File: config.mk
export PLATFORM = sky130hd
export DESIGN_NAME = aes_key_schedule
export DESIGN_NICKNAME = d
export VERILOG_FILES = /design/src/rtl/aes_key_schedule_pkg.sv /design/src/rtl/aes_key_schedule_sbox.sv /design/src/rtl/aes_key_schedule.sv
export SDC_FILE = /design/constraint.sdc
export NUM_CORES = 2
export LEC_CHECK = 0
export BUFFER_PORTS_ARGS = -buffer_cell sky130_fd_sc_hd__buf_2
export CORE_MARGIN = 1
export CORE_UTILIZATION = 31
export CTS_CLUSTER_DIAMETER = 50
export DETAILED_ROUTE_END_ITERATION = 8
export HOLD_SLACK_MARGIN = 0.05
export PLACE_DENSITY = 0.55
export SYNTH_ARGS = -nofsm -noshare
export SYNTH_HDL_FRONTEND = slang
export SYNTH_SLANG_ARGS = --single-unit
export TNS_END_PERCENT = 1
File: constraint.sdc
create_clock -name clk -period 23 [get_ports clk]
set_input_delay 3.45 -clock clk [delete_from_list [all_inputs] [get_ports clk]]
set_output_delay 3.45 -clock clk [all_outputs]
set_load 0.01 [all_outputs]
File: src/rtl/aes_key_schedule_pkg.sv
// Shared AES key-schedule definitions: key length codes, Nk/Nr lookup,
// FSM encoding and GF(2^8) xtime.
package aes_key_schedule_pkg;

    typedef enum logic [1:0] {
        KL_128 = 2'b00,
        KL_192 = 2'b01,
        KL_256 = 2'b10,
        KL_BAD = 2'b11
    } key_len_e;

    typedef enum logic [1:0] {
        S_IDLE  = 2'b00,
        S_GEN   = 2'b01,
        S_DRAIN = 2'b10
    } state_e;

    function automatic logic [3:0] nk_of(input logic [1:0] kl);
        case (kl)
            KL_128:  return 4'd4;
            KL_192:  return 4'd6;
            KL_256:  return 4'd8;
            default: return 4'd4;
        endcase
    endfunction

    function automatic logic [3:0] nr_of(input logic [1:0] kl);
        case (kl)
            KL_128:  return 4'd10;
            KL_192:  return 4'd12;
            KL_256:  return 4'd14;
            default: return 4'd10;
        endcase
    endfunction

    function automatic int key_bits(input logic [1:0] kl);
        return 128 + 64 * int'(kl);
    endfunction

    function automatic logic [7:0] xtime(input logic [7:0] b);
        return {b[6:0], 1'b0} ^ (b[7] ? 8'h1b : 8'h00);
    endfunction

endpackage

File: src/rtl/aes_key_schedule_sbox.sv
// AES forward S-box: multiplicative inverse in GF(2^8) followed by the
// FIPS-197 affine transform.
module aes_key_schedule_sbox
    import aes_key_schedule_pkg::*;
(
    input  logic [7:0] i_byte,
    output logic [7:0] o_byte
);

    function automatic logic [7:0] gmul(
        input logic [7:0] a,
        input logic [7:0] b
    );
        logic [7:0] p;
        logic [7:0] x;
        p = 8'h00;
        x = a;
        for (int k = 0; k < 8; k++) begin
            if (b[k]) p = p ^ x;
            x = xtime(x);
        end
        return p;
    endfunction

    function automatic logic [7:0] rotl(
        input logic [7:0] b,
        input int         n
    );
        logic [7:0] r;
        r = b;
        for (int k = 0; k < n; k++) r = {r[6:0], r[7]};
        return r;
    endfunction

    // x^254 == x^-1 (and maps 0 to 0), built from x^2 * x^4 * ... * x^128
    function automatic logic [7:0] sbox_f(input logic [7:0] x);
        logic [7:0] sq;
        logic [7:0] inv;
        sq  = x;
        inv = 8'h01;
        for (int k = 1; k < 8; k++) begin
            sq  = gmul(sq, sq);
            inv = gmul(inv, sq);
        end
        return inv ^ rotl(inv, 1) ^ rotl(inv, 2)
             ^ rotl(inv, 3) ^ rotl(inv, 4) ^ 8'h63;
    endfunction

    assign o_byte = sbox_f(i_byte);

endmodule

File: src/rtl/aes_key_schedule.sv
// Iterative AES key expansion: one 32-bit word per cycle, round keys
// delivered four words at a time over a valid/ready output register.
module aes_key_schedule
    import aes_key_schedule_pkg::*;
#(
    parameter int MAX_KEY_BITS = 256
) (
    input  logic         clk,
    input  logic         rst,
    input  logic         start,
    input  logic [1:0]   key_len,
    input  logic [255:0] key_in,
    output logic         busy,
    output logic         err,
    output logic         rk_valid,
    input  logic         rk_ready,
    output logic [127:0] rk_data,
    output logic [3:0]   rk_index,
    output logic         rk_last
);

    state_e       r_state;
    state_e       w_next;
    logic [1:0]   r_klen;
    logic [31:0]  r_win [8];
    logic [2:0]   r_slot;
    logic [5:0]   r_wcnt;
    logic [7:0]   r_rcon;
    logic [95:0]  r_acc;
    logic         r_err;
    logic         r_rk_valid;
    logic [127:0] r_rk_data;
    logic [3:0]   r_rk_index;
    logic         r_rk_last;

    logic [3:0]   w_nk;
    logic [3:0]   w_nr;
    logic         w_accept;
    logic         w_legal;
    logic         w_start_ok;
    logic [2:0]   w_prev_slot;
    logic [31:0]  w_prev;
    logic [31:0]  w_old;
    logic [31:0]  w_sub_in;
    logic [31:0]  w_sub;
    logic [31:0]  w_word;
    logic         w_from_key;
    logic         w_4th;
    logic         w_stall;
    logic         w_adv;
    logic         w_last_word;

    assign w_nk       = nk_of(r_klen);
    assign w_nr       = nr_of(r_klen);
    assign w_accept   = (r_state == S_IDLE) && start;
    assign w_legal    = (key_len != KL_BAD) &&
                        (key_bits(key_len) <= MAX_KEY_BITS);
    assign w_start_ok = w_accept && w_legal;

    // Words live in slot (i mod Nk), so w[i-Nk] is the slot being overwritten
    assign w_prev_slot = (r_slot == 3'd0) ? 3'(w_nk - 4'd1)
                                          : r_slot - 3'd1;
    assign w_prev      = r_win[w_prev_slot];
    assign w_old       = r_win[r_slot];
    assign w_sub_in    = (r_slot == 3'd0) ? {w_prev[23:0], w_prev[31:24]}
                                          : w_prev;
    assign w_from_key  = r_wcnt < {2'b00, w_nk};

    for (genvar b = 0; b < 4; b++) begin : g_sub
        aes_key_schedule_sbox u_sbox (
            .i_byte (w_sub_in[8*b +: 8]),
            .o_byte (w_sub[8*b +: 8])
        );
    end

    always_comb begin
        w_word = w_prev ^ w_old;
        if (w_from_key) begin
            w_word = w_old;
        end else if (r_slot == 3'd0) begin
            w_word = w_sub ^ {r_rcon, 24'h0} ^ w_old;
        end else if (w_nk == 4'd8 && r_slot == 3'd4) begin
            w_word = w_sub ^ w_old;
        end
    end

    assign w_4th       = r_wcnt[1:0] == 2'b11;
    assign w_stall     = w_4th && r_rk_valid && !rk_ready;
    assign w_adv       = (r_state == S_GEN) && !w_stall;
    assign w_last_word = r_wcnt == {w_nr, 2'b11};

    always_ff @(posedge clk or posedge rst) begin
        if (rst) r_state <= S_IDLE;
        else     r_state <= w_next;
    end

    always_comb begin
        w_next = r_state;
        unique case (r_state)
            S_IDLE:  if (w_start_ok) w_next = S_GEN;
            S_GEN:   if (w_adv && w_last_word) w_next = S_DRAIN;
            S_DRAIN: if (r_rk_valid && rk_ready && r_rk_last)
                         w_next = S_IDLE;
            default: w_next = S_IDLE;
        endcase
    end

    always_ff @(posedge clk or posedge rst) begin
        if (rst) begin
            r_klen     <= 2'b00;
            r_slot     <= 3'd0;
            r_wcnt     <= 6'd0;
            r_rcon     <= 8'h01;
            r_acc      <= 96'h0;
            r_err      <= 1'b0;
            r_rk_valid <= 1'b0;
            r_rk_data  <= 128'h0;
            r_rk_index <= 4'd0;
            r_rk_last  <= 1'b0;
            for (int j = 0; j < 8; j++) r_win[j] <= 32'h0;
        end else begin
            r_err <= w_accept && !w_legal;
            if (w_start_ok) begin
                r_klen <= key_len;
                r_slot <= 3'd0;
                r_wcnt <= 6'd0;
                r_rcon <= 8'h01;
                for (int j = 0; j < 8; j++)
                    r_win[j] <= key_in[255-32*j -: 32];
            end else if (w_adv) begin
                r_win[r_slot] <= w_word;
                r_slot <= (r_slot == 3'(w_nk - 4'd1)) ? 3'd0
                                                      : r_slot + 3'd1;
                r_wcnt <= r_wcnt + 6'd1;
                if (!w_from_key && r_slot == 3'd0)
                    r_rcon <= xtime(r_rcon);
                if (!w_4th)
                    r_acc <= {r_acc[63:0], w_word};
            end
            if (w_adv && w_4th) begin
                r_rk_valid <= 1'b1;
                r_rk_data  <= {r_acc, w_word};
                r_rk_index <= r_wcnt[5:2];
                r_rk_last  <= w_last_word;
            end else if (rk_ready) begin
                r_rk_valid <= 1'b0;
                r_rk_last  <= 1'b0;
            end
        end
    end

    assign busy     = r_state != S_IDLE;
    assign err      = r_err;
    assign rk_valid = r_rk_valid;
    assign rk_data  = r_rk_data;
    assign rk_index = r_rk_index;
    assign rk_last  = r_rk_last;

endmodule

==> results.toml <==
[cts]
htree_num_levels = 2
cts_buffer_depth = 3
cts.clk_slew.worst_paths_ns = 0.07
clock_latency_ns = 0.67
cts_tree = "yes"
cts_buffers = 59
cts_root_buffer = "clkbuf_16"
cts_sinks = 508

[critical_path]
timing.reg2reg.setup_slack_ns = 1.39
crit_slowest_cell = "xor3_1"
rr_startpoint = "r_slot[0]"
crit_arrival_ns = 22.12
ff2ff_path_depth = 61
worst-setup-path-type = "reg -> reg"
cp_max_fo = 136
critPathMaxStageDelay_ns = 0.78
worst_path_most_repeated_cell = "xnor2_1"
critPathCaptureType = "flop"
worst_r2r_endpoint = "r_win[254]"
start_kind = "flop"
cp.required_ns = 23.51
path_buf_inv = 3
cp_top_family = "XOR/XNOR gates"

[worst_hold_path]
min_delay_path_depth = 2
hold_path_class = "reg -> reg"
worstHoldStart = "r_acc[49]"
worst_hold_path.endpoint = "r_acc[81]"

[cells_and_area]
fill_cells = 29800
final_util = 0.341
syn2layout_area_growth_pct = 9.43
nets = 11565
drive_above_1_share = 0.134

[sta]
fmax_mhz = 46.3
setup_ws_ns = 1.39
fin_skew_ns = 0.0423
timing.final.crit_share = 0.940
tns_ns = 0
fin_crit_ns = 21.61
setup_viol = 0
maxSlewViolCount = 0
finalHoldViolCount = 0
slew-limit-headroom = 0.0857
tightest_slew_ns = 1.37
rsz0062_at_grt = "no"

[route]
routedWlPerCell_um = 22.2
vias = 85048
viasPerCell = 5.64
dr.pass1.iters = 9
antenna_left = 0
drc = 0
wirelength_mm = 334
first_iter_violations = 8947

[logic_synthesis]
synth.avg_cell_area_um2 = 7.78
synth_seq_area_share = 0.144
synth-edff-count = 0
ys_types = 134
synth-seq-cells = 508
synthesis.nets = 11620
async_flop_share = 1.00
syn_inst = 11321
ys.flop_type = "dfrtp_1"
yosysWarnings = 0
synth_area_mm2 = 0.0880

[floorplan]
die-area_mm2 = 0.286
core_area_mm2 = 0.282
die_h_um = 535
rows = 195
initial_core_util = 0.312
io_pins = 398
fp.dieW_um = 535

[global_route]
grt_max_degree = 166
grt_pass1_vias = 78685
overflow = 0
grt_pass1_wl_mm = 507
grt_util_all_layers = 0.222
antenna_found_initial = 30

[placement]
globalplace.congestion = 0.975
io_buffer_count = 397
post-dp-hpwl_mm = 245
preCtsSetupSlack_ns = 0.479

[job]
cap_violations = 0

[run_status]
status = "completed"
-- tightest hold or removal path, stage by stage, from the launching register on --
cell,delay [ns]
dfrtp_1,0.36
nand2_1,0.06
nand2_1,0.05
-- worst max path at each step --
stage / from / endpoint / slack, ns / cells past startpoint
3_5_place_dp: r_slot[0] / r_win[124] / 0.48 / 61
5_1_grt: r_slot[0] / r_win[44] / 0.06 / 71
3_3_place_gp: r_slot[0] / r_win[156] / 0.47 / 61
2_1_floorplan: r_slot[0] / r_win[107] / 3.98 / 85
4_1_cts: r_slot[0] / r_win[124] / 0.35 / 65
6_report: r_slot[0] / r_win[254] / 1.39 / 61
-- cell families (layout without fill, tap and decap cells) --
| kind of cell | count (synthesis) | in the layout | synth area share |
|---|---|---|---|
| compound gates | 2899 | 2899 | 0.213 |
| mux | 519 | 519 | 0.0705 |
| xor+xnor | 2774 | 2774 | 0.335 |
| flops | 508 | 508 | 0.144 |
| simple gates | 3590 | 3590 | 0.180 |
| other cells | 0 | 16 | 0 |
| buf+inv | 992 | 984 | 0.0527 |
| fa+ha+maj | 39 | 39 | 0.00549 |
-- through the flow --
step	std cells	instance area [um2]	hold WS, ns
finish	15072	96300	0.464
global placement	14947	93900	0.456
global route	15063	96300	0.486
floorplan	11321	88000	0.442
CTS	15055	95900	0.455
detailed placement	14947	93900	0.459
-- what timing repair did --
item                                   in CTS  in global routing
buffers inserted                            0                  0
hold buffers                                0                  0
setup endpoints to repair                   0                310
endpoints found under the hold margin       0                  0
resized for setup                           0                 48
-- per-layer routing --
layer / track usage / wire (um) / vias up
li1: - / - / 39811
met1: 0.309 / 148000 / 41372
met4: 0.0595 / 9560 / 28
met2: 0.355 / 151000 / 3327
met3: 0.0346 / 25100 / 510
met5: 0 / 195 / -
-- flip-flops by register name, indices dropped and copies added (netlist names) --
signal,flops
err,1
r_acc,96
r_klen,2
r_rcon,8
r_slot,3
r_state,2
r_wcnt,6
r_win,256
rk_data,128
rk_index,4
rk_last,1
rk_valid,1
-- cells in the final DEF, fill, tap and decap left out, types with 43 or more instances in the layout --
master     count
nand2_1     1149
nand2b_1      55
nor3_1       277
nor2_1      1309
inv_1         96
nor2b_1       61
mux4_2        60
o21ai_1      286
a211oi_1     106
o211ai_1      78
xor2_2        57
nor4_1        59
xor2_1       527
xnor2_2      178
nand3_1      263
mux2i_1      278
xnor2_1     1726
and3_1        78
a22oi_1      315
dfrtp_1      506
a21oi_1      591
buf_2        398
xnor3_1      199
nand4_1       43
mux2_2       164
a31oi_1       79
o21ai_0      544
o22ai_1      255
clkbuf_16     59
and2_1       100
buf_4        338
-- Yosys cell counts, drive strengths merged, types with 84 or more instances --
| library cell | count | area (um2) |
|---|---|---|
| xnor2 | 1941 | 18400 |
| nor2 | 1327 | 5020 |
| nand2 | 1156 | 4360 |
| o21ai | 838 | 4220 |
| a21oi | 601 | 3050 |
| xor2 | 592 | 5600 |
| dfrtp | 507 | 12700 |
| clkbuf | 504 | 1920 |
| buf | 338 | 2080 |
| a22oi | 316 | 2380 |
| mux2i | 287 | 2920 |
| nor3 | 278 | 1400 |
| nand3 | 272 | 1360 |
| o22ai | 257 | 1620 |
| xnor3 | 209 | 4720 |
| mux2 | 172 | 1940 |
| inv | 118 | 443 |
| a211oi | 114 | 896 |
| and2 | 104 | 651 |
| o211ai | 84 | 661 |
-- cell type report --
cell class              instances  area [um2]  area share
flip-flops and latches        508       12700       0.132
clock buffers                  76        1620      0.0168
multi-input cells            9821       71700       0.744
well taps                    3743        4680      0.0486
clock inverters                32         432     0.00448
diodes                         16        40.0    0.000416
repair buffers                740        4610      0.0479
inverters                     136         518     0.00538
Power is not shown: default switching activity piles up to over one toggle a cycle in this logic, so the estimate is an artifact.
